`src/rtl/clock_divider_arbiter_pkg.sv`:
```
// Shared types, widths and helpers for the divider-sharing arbiter.
package clock_divider_arbiter_pkg;

  localparam int unsigned DIV_W      = 32;
  localparam int unsigned MIN_DIV    = 2;
  localparam int unsigned MAX_REQ    = 8;
  localparam int unsigned LANE_IDX_W = 3;
  localparam int unsigned LANES_W    = DIV_W * MAX_REQ;

  typedef logic [0:0] state_t;
  localparam state_t IDLE = 1'b0;
  localparam state_t RUN  = 1'b1;

  // Extract divisor lane idx from a bus padded out to MAX_REQ lanes.
  function automatic logic [DIV_W-1:0] lane_of(input logic [LANES_W-1:0] lanes,
                                               input logic [LANE_IDX_W-1:0] idx);
    logic [DIV_W-1:0] r;
    r = '0;
    for (int i = 0; i < int'(MAX_REQ); i++) begin
      if (idx == LANE_IDX_W'(i)) r = lanes[i*DIV_W +: DIV_W];
    end
    return r;
  endfunction

  // Divisors below MIN_DIV would let the divider counter overrun on a change.
  function automatic logic [DIV_W-1:0] clamp_div(input logic [DIV_W-1:0] d);
    return (d < DIV_W'(MIN_DIV)) ? DIV_W'(MIN_DIV) : d;
  endfunction

endpackage

```
`src/rtl/clock_divider_arbiter_if.sv`:
```
// Requester/divider side bundle of the divider-sharing arbiter.
interface clock_divider_arbiter_if #(
  parameter int unsigned N_REQ = 4
);
  import clock_divider_arbiter_pkg::*;

  logic [N_REQ-1:0]       req;
  logic [DIV_W*N_REQ-1:0] req_divisor;
  logic                   div_clk;
  logic [DIV_W-1:0]       divisor_out;
  logic [N_REQ-1:0]       grant;
  logic [N_REQ-1:0]       tick;
  logic                   busy;

  modport master (
    output req, req_divisor, div_clk,
    input  divisor_out, grant, tick, busy
  );

  modport slave (
    input  req, req_divisor, div_clk,
    output divisor_out, grant, tick, busy
  );

endinterface

```
`src/rtl/clock_divider_arbiter_rr_arbiter.sv`:
```
// Combinational round-robin pick starting at ptr, skipping excluded requesters.
module rr_arbiter #(
  parameter int unsigned N     = 4,
  parameter int unsigned IDX_W = 2
) (
  input  logic [N-1:0]     req,
  input  logic [IDX_W-1:0] ptr,
  input  logic [N-1:0]     excl,
  output logic [N-1:0]     onehot,
  output logic [IDX_W-1:0] idx
);

  logic [IDX_W:0]   sum;
  logic [IDX_W-1:0] cand;
  logic             found;

  // Walk candidates ptr, ptr+1, ... mod N; first eligible one wins.
  always_comb begin
    onehot = '0;
    idx    = '0;
    found  = 1'b0;
    sum    = '0;
    cand   = '0;
    for (int k = 0; k < int'(N); k++) begin
      sum = {1'b0, ptr} + (IDX_W+1)'(k);
      if (sum >= (IDX_W+1)'(N)) sum = sum - (IDX_W+1)'(N);
      cand = sum[IDX_W-1:0];
      for (int j = 0; j < int'(N); j++) begin
        if (!found && (cand == IDX_W'(j)) && req[j] && !excl[j]) begin
          onehot[j] = 1'b1;
          idx       = cand;
          found     = 1'b1;
        end
      end
    end
  end

endmodule

```
`src/rtl/clock_divider_arbiter.sv`:
```
// Leases one shared clock divider to N_REQ requesters round-robin and
// returns a per-owner tick on each divider rising edge.
module clock_divider_arbiter
  import clock_divider_arbiter_pkg::*;
#(
  parameter int unsigned N_REQ    = 4,
  parameter int unsigned LEASE    = 16,
  parameter int unsigned PARK_DIV = 2
) (
  input  logic                    basys_clk,
  input  logic                    reset,
  clock_divider_arbiter_if.slave  bus
);

  localparam int unsigned IDX_W = (N_REQ > 1) ? $clog2(N_REQ) : 1;
  localparam int unsigned CNT_W = (LEASE > 0) ? $clog2(LEASE + 1) : 1;

  // Registered state
  logic             div_q;
  state_t           state;
  logic [IDX_W-1:0] last_owner;
  logic [CNT_W-1:0] cnt;
  logic [N_REQ-1:0] grant_q;
  logic [DIV_W-1:0] divisor_q;
  logic [N_REQ-1:0] tick_q;
  logic             busy_q;

  // Next-state values
  state_t           d_state;
  logic [IDX_W-1:0] d_last;
  logic [CNT_W-1:0] d_cnt;
  logic [N_REQ-1:0] d_grant;
  logic [DIV_W-1:0] d_div;
  logic [N_REQ-1:0] d_tick;
  logic             d_busy;

  logic             div_rise;
  logic             div_edge;
  logic             owner_req;
  logic [IDX_W-1:0] ptr;
  logic [N_REQ-1:0] win_onehot;
  logic [IDX_W-1:0] win_idx;
  logic             win_valid;
  logic [LANES_W-1:0] lanes_all;
  logic [DIV_W-1:0] win_div;

  assign div_rise  = bus.div_clk & ~div_q;
  assign div_edge  = bus.div_clk ^ div_q;
  // grant_q is onehot(owner) in RUN and zero in IDLE.
  assign owner_req = |(bus.req & grant_q);
  assign ptr       = (last_owner == IDX_W'(N_REQ - 1)) ? '0 : last_owner + IDX_W'(1);
  assign win_valid = |win_onehot;
  assign lanes_all = LANES_W'(bus.req_divisor);
  assign win_div   = clamp_div(lane_of(lanes_all, LANE_IDX_W'(win_idx)));

  // Owner is excluded so a handover never re-picks the current lease holder.
  rr_arbiter #(
    .N     (N_REQ),
    .IDX_W (IDX_W)
  ) u_rr (
    .req    (bus.req),
    .ptr    (ptr),
    .excl   (grant_q),
    .onehot (win_onehot),
    .idx    (win_idx)
  );

  // Next-state and output decode; decisions only on div_clk edges.
  always_comb begin
    d_state = state;
    d_last  = last_owner;
    d_cnt   = cnt;
    d_grant = grant_q;
    d_div   = divisor_q;
    d_tick  = grant_q & {N_REQ{div_rise}};

    case (state)
      IDLE: begin
        if (div_edge && win_valid) begin
          d_state = RUN;
          d_grant = win_onehot;
          d_div   = win_div;
          d_cnt   = '0;
          d_last  = win_idx;
        end
      end
      RUN: begin
        if (div_rise && (cnt < CNT_W'(LEASE))) d_cnt = cnt + CNT_W'(1);
        if (div_edge) begin
          if (!owner_req) begin
            d_state = IDLE;
            d_grant = '0;
            d_div   = DIV_W'(PARK_DIV);
          end else if ((cnt >= CNT_W'(LEASE)) && win_valid) begin
            d_grant = win_onehot;
            d_div   = win_div;
            d_cnt   = '0;
            d_last  = win_idx;
          end
        end
      end
      default: begin
        d_state = IDLE;
        d_grant = '0;
        d_div   = DIV_W'(PARK_DIV);
      end
    endcase

    d_busy = |d_grant;
  end

  always_ff @(posedge basys_clk) begin
    if (reset) begin
      div_q      <= 1'b0;
      state      <= IDLE;
      last_owner <= IDX_W'(N_REQ - 1);
      cnt        <= '0;
      grant_q    <= '0;
      divisor_q  <= DIV_W'(PARK_DIV);
      tick_q     <= '0;
      busy_q     <= 1'b0;
    end else begin
      div_q      <= bus.div_clk;
      state      <= d_state;
      last_owner <= d_last;
      cnt        <= d_cnt;
      grant_q    <= d_grant;
      divisor_q  <= d_div;
      tick_q     <= d_tick;
      busy_q     <= d_busy;
    end
  end

  assign bus.grant       = grant_q;
  assign bus.divisor_out = divisor_q;
  assign bus.tick        = tick_q;
  assign bus.busy        = busy_q;

endmodule

```
`src/flat_wrapper.sv`:
```
// flat-port wrapper written by rule: the top's interface ports become plain ports
module clock_divider_arbiter_flat import clock_divider_arbiter_pkg::*;
#(
  parameter int unsigned N_REQ    = 4,
  parameter int unsigned LEASE    = 16,
  parameter int unsigned PARK_DIV = 2
)
  (basys_clk, reset, bus_req, bus_req_divisor, bus_div_clk, bus_divisor_out, bus_grant, bus_tick, bus_busy);
  clock_divider_arbiter_if #(.N_REQ(N_REQ)) bus_i ();
  input  logic basys_clk;
  input  logic reset;
  input wire logic [$bits(bus_i.req)-1:0] bus_req;
  input wire logic [$bits(bus_i.req_divisor)-1:0] bus_req_divisor;
  input wire logic [$bits(bus_i.div_clk)-1:0] bus_div_clk;
  output wire logic [$bits(bus_i.divisor_out)-1:0] bus_divisor_out;
  output wire logic [$bits(bus_i.grant)-1:0] bus_grant;
  output wire logic [$bits(bus_i.tick)-1:0] bus_tick;
  output wire logic [$bits(bus_i.busy)-1:0] bus_busy;
  assign bus_i.req = bus_req;
  assign bus_i.req_divisor = bus_req_divisor;
  assign bus_i.div_clk = bus_div_clk;
  assign bus_divisor_out = bus_i.divisor_out;
  assign bus_grant = bus_i.grant;
  assign bus_tick = bus_i.tick;
  assign bus_busy = bus_i.busy;
  clock_divider_arbiter #(.N_REQ(N_REQ), .LEASE(LEASE), .PARK_DIV(PARK_DIV)) u_core (.basys_clk(basys_clk), .reset(reset), .bus(bus_i));
endmodule
```
`config.mk`:
```
export PLATFORM = sky130hd
export DESIGN_NAME = clock_divider_arbiter_flat
export DESIGN_NICKNAME = d
export VERILOG_FILES = /design/src/rtl/clock_divider_arbiter_pkg.sv /design/src/rtl/clock_divider_arbiter_if.sv /design/src/rtl/clock_divider_arbiter_rr_arbiter.sv /design/src/rtl/clock_divider_arbiter.sv /design/src/flat_wrapper.sv
export SDC_FILE = /design/constraint.sdc
export NUM_CORES = 1
export LEC_CHECK = 0
export ABC_AREA = 1
export BUFFER_PORTS_ARGS = -buffer_cell sky130_fd_sc_hd__buf_4
export CORE_MARGIN = 2
export CORE_UTILIZATION = 40
export DETAILED_ROUTE_END_ITERATION = 6
export PLACE_DENSITY = 0.71
export SYNTH_ARGS = -nofsm -noshare
export SYNTH_HDL_FRONTEND = slang
export SYNTH_SLANG_ARGS = --single-unit
```
`constraint.sdc`:
```
create_clock -name basys_clk -period 5.3 [get_ports basys_clk]
set_input_delay 1.06 -clock basys_clk [delete_from_list [all_inputs] [get_ports basys_clk]]
set_output_delay 1.06 -clock basys_clk [all_outputs]
set_load 0.05 [all_outputs]
```
After elaboration in Yosys (flattened, before gate mapping)
Index checks and enable logic that the tools add are counted.

Magnitude comparators: 7. $add $sub $neg: 9. Eq/ne operators: 21. Multiplexer cells: 81. Reduce and logical (&&, ||, !) cells: 79. Bitwise gates (word level): 6.

Operator list (count): $mux W32 (9); $pmux W32 S2 (1); $logic_and A1 B1 Y1 (50); $mux W2 (25); $mux W1 (33); $lt A32 B2 Y1 const B (1); $mux W5 (5); $eq A2 B2 Y1 const B (11); $logic_not A1 Y1 (19); $mux W4 (4); $reduce_or A4 Y1 (3); $eq A2 B1 Y1 const B (5); $logic_not A2 Y1 (5); $pmux W5 S2 (1); $ge A3 B3 Y1 const B (3); $and A4 B4 Y4 (2); $pmux W4 S2 (1); $sub A2 B1 Y2 const B (4); $add A2 B2 Y3 const B (2); $ne A2 B2 Y1 const B (3); $add A5 B1 Y5 const B (1); $ge A5 B5 Y1 const B (1); $lt A5 B5 Y1 const B (1); $pmux W2 S2 (1); 11 further kinds (12).

Output and inout bits: 41. Word-level logic and storage cells: 211. Register bits: 50. Input bits: 135.

Depth between registers and ports, before layout
Word-level depth: 94. Gate-level depth with buffers: 28. Mapped depth without buffers: 27.

By module
A second synthesis with hierarchy kept.

Cells, all modules: 647. Area, all modules: 3861.2 um^2.

By module, submodules not included: clock_divider_arbiter (sequential area each 1001.0 um^2, area an instance 3256.9 um^2, instances 1, cells each 536); rr_arbiter (sequential area each 0.0 um^2, area an instance 604.3 um^2, instances 1, cells each 111).

Worst setup path after synthesis
OpenSTA, ideal clock, no wires.

Kind: input to register. Start point: in bus_req[3]. End point: reg u_core.divisor_q[0] (netlist: u_core.bus.divisor_out[0]). Stages: 24. Path slack: 1.980 ns. Arrival time: 3.188 ns. Path buffers: 1. Setup time: 0.132 ns. Data required time: 5.168 ns. Cell sequence: inv_1 > nor2_1 > inv_2 > nor2_4 > nor2_4 > nand4_4 > nor2_4 > nand4_2 > nor2_2 > o41ai_2 > nand2_2 > nand2_2 > nand2_4 > nand2_4 > buf_6 > or2_1 > nand2_1 > nand2_1 > nor2_1 > nand2_1 > nor2_1 > nand2_1 > nand2_1 > a21oi_1.

Word-level cells in the longest chain between the ends: 74. Elaborated cells on any way between the ends: 111. Classes of those cells: order compare: 1; eq/ne: 5; mux: 48; bitwise: 1; reduce/logical: 56.

RTL lines: start: declaration (line flat_wrapper.sv:12) `input wire logic [$bits(bus_i.req)-1:0] bus_req;`; $logic_and A1 B1 Y1 (2 in series) (line clock_divider_arbiter_rr_arbiter.sv:29) `if (!found && (cand == IDX_W'(j)) && req[j] && !excl[j]) begin`; $mux W1 (line clock_divider_arbiter_rr_arbiter.sv:29); $logic_not A1 Y1 (line clock_divider_arbiter_rr_arbiter.sv:29); $logic_and A1 B1 Y1 (3 in series) (line clock_divider_arbiter_rr_arbiter.sv:29); $mux W1 (line clock_divider_arbiter_rr_arbiter.sv:29); $logic_not A1 Y1 (line clock_divider_arbiter_rr_arbiter.sv:29); $logic_and A1 B1 Y1 (3 in series) (line clock_divider_arbiter_rr_arbiter.sv:29); $mux W1 (line clock_divider_arbiter_rr_arbiter.sv:29); (+50 left out); $logic_not A2 Y1 (line clock_divider_arbiter_pkg.sv:20) `if (idx == LANE_IDX_W'(i)) r = lanes[i*DIV_W +: DIV_W];`; $mux W32 (4 in series) (line clock_divider_arbiter_pkg.sv:20); $lt A32 B2 Y1 (line clock_divider_arbiter_pkg.sv:27) `return (d < DIV_W'(MIN_DIV)) ? DIV_W'(MIN_DIV) : d;`; $mux W32 (line clock_divider_arbiter_pkg.sv:27); $mux W32 (line clock_divider_arbiter.sv:94) `end else if ((cnt >= CNT_W'(LEASE)) && win_valid) begin`; $mux W32 (line clock_divider_arbiter.sv:90) `if (!owner_req) begin`; $mux W32 (line clock_divider_arbiter.sv:89) `if (div_edge) begin`; $pmux W32 S2 (line clock_divider_arbiter.sv:77) `case (state)`; end signal: assignment (line clock_divider_arbiter.sv:119) `divisor_q <= DIV_W'(PARK_DIV);`; end signal: assignment (line clock_divider_arbiter.sv:128) `divisor_q <= d_div;`; end: declaration (line clock_divider_arbiter.sv:24) `logic [DIV_W-1:0] divisor_q;`.

Parallel ways exist; a longest one is shown, timed or not. The select of a mux whose other input is x is not followed. A chain may end at the register's enable or synchronous reset.

Worst setup path in the final report
Same ends and word-level chain as after synthesis.

==> results.yml <==
drt:
  top_layer: "met4"
  drtIter0Drc: 230
  via_per_inst: 5.18
  route.detailed.drc: 0
  met3WireLength_um: 1010
  routedWlPerCell_um: 15.8
  postRouteAntennaNets: 0
  vias: 4907
  dr.pass1.iters: 6
  finalWirelength_um: 15000
  met2WireLength_um: 7190
  wl_met1_um: 6180
synthesis:
  netlist_area_sq_um: 3920
  yosys_warnings: 0
  yosys_most_used_dff: "dfxtp_1"
  syn_avg_cell_area_sq_um: 5.96
  synth.top_cells.by_count: "nand2_1 (143), nor2_1 (104), nand3_1 (77)"
  synth_cell_types: 42
  syn_nets: 800
  synth_area_leaders: "dfxtp_1 (26%), nand2_1 (14%), nor2_1 (9.9%)"
  yosys.area.top_type_share_pct: 25.5
  syn_inst: 658
  async_flop_share_pct: 0
  yosys.cell_count.top_type: "nand2_1"
  synth_edf_count: 0
  ys_seq_area_share_pct: 25.5
  yosys.area.top_type: "dfxtp_1"
  ys_seq_elements: 50
power_and_ir_drop:
  ir_drop_v: 0.000361
  p_per_area_nw_per_um2: 749
  total_leakage_power_nw: 2.65
sta:
  setup_viol: 0
  tns_ps: 0
  slew_violations: 0
  layout_min_cycle_time_ps: 4280
  rsz0062_at_grt: "false"
  skew_ps: 8.85
  worstMarginPinSlew_ps: 1020
  hold_ws_ps: 478
  period_share_pct: 80.8
  finalHoldViolCount: 0
  final.setup.worst_slack_ps: 1020
  max_clock_freq_mhz: 233
  slew-limit-headroom_pct: 31.7
floorplanning:
  die_w_um: 103
  rows: 36
  die_area_sq_um: 10600
  die_height_um: 103
  core_sq_um: 9640
  start_util_pct: 40.7
  io_pins: 176
global_route:
  overflow: 0
  grt_antenna_before_repair: 0
  grt_max_degree: 46
  grt_pass1_wl_um: 22600
  grt_pass1_vias: 4621
  grt_usage_pct: 27.5
placement:
  post-place-ws_ps: 746
  dp_hpwl_um: 11800
  portBuffers: 175
  dpl-instance-area_sq_um: 5260
  gp_congestion: 1.01
  dp.cells: 939
setup_path:
  setup.worst_path.class: "primary input to register"
  cp.arrival_ps: 4470
  crit_fanout: 43
  cpPeakStageDelay_ps: 530
  path_cells: "buf_4 -> inv_1 -> nor2_1 -> inv_2 -> nor2_4 -> nor2_4 -> nand4_4 -> nor2_4 -> nand4_2 -> nor2_2 -> o41ai_2 -> nand2_2 -> nand2_2 -> nand2_4 -> nand2_4 -> or2_2 -> nand2_1 -> nand2_1 -> nor2_1 -> nand2_1 -> nor2_1 -> nand2_1 -> nand2_1 -> a21oi_1"
  critPathCaptureType: "register"
  cp-start-kind: "primary input"
  crit_top_cell: "nand2_1"
  reg2reg_slack_ps: 1110
  cp_slowest_cell: "nand2_4"
  required_ps: 5490
cts:
  cts_setup_buffers: 0
  clk_pin_slew_worst_paths_ps: 100
  cts_tree: "done"
  ctsRootBufferMaster: "clkbuf_8"
  clock_latency_ps: 310
  cts.sinks: 50
  h-tree-depth: 2
  numCtsBuffers: 5
  post_cts_resized: 0
  clock_path_buffers: 2
  cts_hold_buf: 0
layout:
  antenna_cells: 0
  drive_gt1_share_pct: 26.5
  final_cell_area_sq_um: 5370
  syn2layout_area_growth_pct: 37.0
  fin_cells: 947
  nets: 955
flow_run:
  maxCapViolCount: 0
status:
  status: "finished, final reports clean"
hold_path:
  hold_path_class: "register to register"
## power by group
part	leakage [nW]	internal (W)	switching, W
Clock	0.0504	0.000141	0.000142
Combinational	2.19	0.000910	0.00223
Sequential	0.407	0.000509	0.0000977
## path summary, 6_finish.rpt
path	start	to	cells past startpoint
max reg2reg	u_core.last_owner[0]$_SDFFE_PP1P_	u_core.bus.divisor_out[0]$_SDFFE_PP0P_	23
min	u_core.bus.divisor_out[10]$_SDFFE_PP0P_	u_core.bus.divisor_out[10]$_SDFFE_PP0P_	2
min reg2reg	u_core.bus.divisor_out[10]$_SDFFE_PP0P_	u_core.bus.divisor_out[10]$_SDFFE_PP0P_	2
max	bus_req[3]	u_core.bus.divisor_out[0]$_SDFFE_PP0P_	24
## state kept, by name (all words and copies together), names as in the netlist
signal / flops
u_core.state: 1
u_core.cnt: 5
u_core.last_owner: 2
u_core.div_q: 1
u_core.bus.tick: 4
u_core.bus.divisor_out: 32
u_core.bus.grant: 4
u_core.bus.busy: 1
## cells by family (layout without fill, tap and decap cells)
logic type / after synthesis / in the layout / synth area share [%]
AO/OA/AOI/OAI: 115 / 115 / 16.3
adder cells (fa/ha/maj): 7 / 7 / 2.23
AND/OR/NAND/NOR: 378 / 378 / 44.2
flip-flops: 50 / 50 / 25.5
buffers and inverters: 108 / 264 / 11.8
## layer usage
metal  vias to the layer above  global-route usage [%]
met4                         0                    11.3
met2                       214                    47.9
met3                        37                    5.22
li1                       2465                       -
met5                         -                       0
met1                      2191                    33.3
## layout by cell type, fill, tap and decap left out, types with 2 or more instances in the layout
| master | count |
|---|---|
| nand3_2 | 4 |
| nor2_1 | 104 |
| inv_2 | 5 |
| o21ai_1 | 5 |
| a21oi_1 | 49 |
| or2_1 | 5 |
| nand2_2 | 3 |
| nor3_1 | 3 |
| clkbuf_8 | 5 |
| nand2_4 | 2 |
| o21ai_0 | 46 |
| ha_1 | 7 |
| dfxtp_1 | 50 |
| or2_2 | 5 |
| nand2_1 | 143 |
| o2111ai_1 | 2 |
| nor2_4 | 3 |
| nand4_1 | 22 |
| buf_4 | 179 |
| clkinvlp_4 | 2 |
| nand3_1 | 77 |
| inv_1 | 72 |
| o211ai_1 | 3 |
## final cells by class
cell class | instances | area (sq um)
clock inverter | 3 | 45.0
clock buffer | 5 | 68.8
fill | 1032 | 4270
timing repair buffer | 179 | 1340
sequential | 50 | 1000
inverter | 77 | 289
tap | 133 | 166
multi-input combinational | 500 | 2460
## worst max-delay path, delay by kind of cell
kind	cells	cell delay, ps
AND/OR/NAND/NOR	19	2910
AO/OA/AOI/OAI	2	200
buffers and inverters	3	280
## metrics by stage
step / power, W / utilization (%)
floorplan: 0.00296 / -
global placement: 0.00369 / 54.6
detailed placement: 0.00371 / 54.6
CTS: 0.00400 / 55.8
global route: 0.00437 / 55.8
finish: 0.00403 / 55.8
No activity file was read; power rests on OpenSTA's default activity.
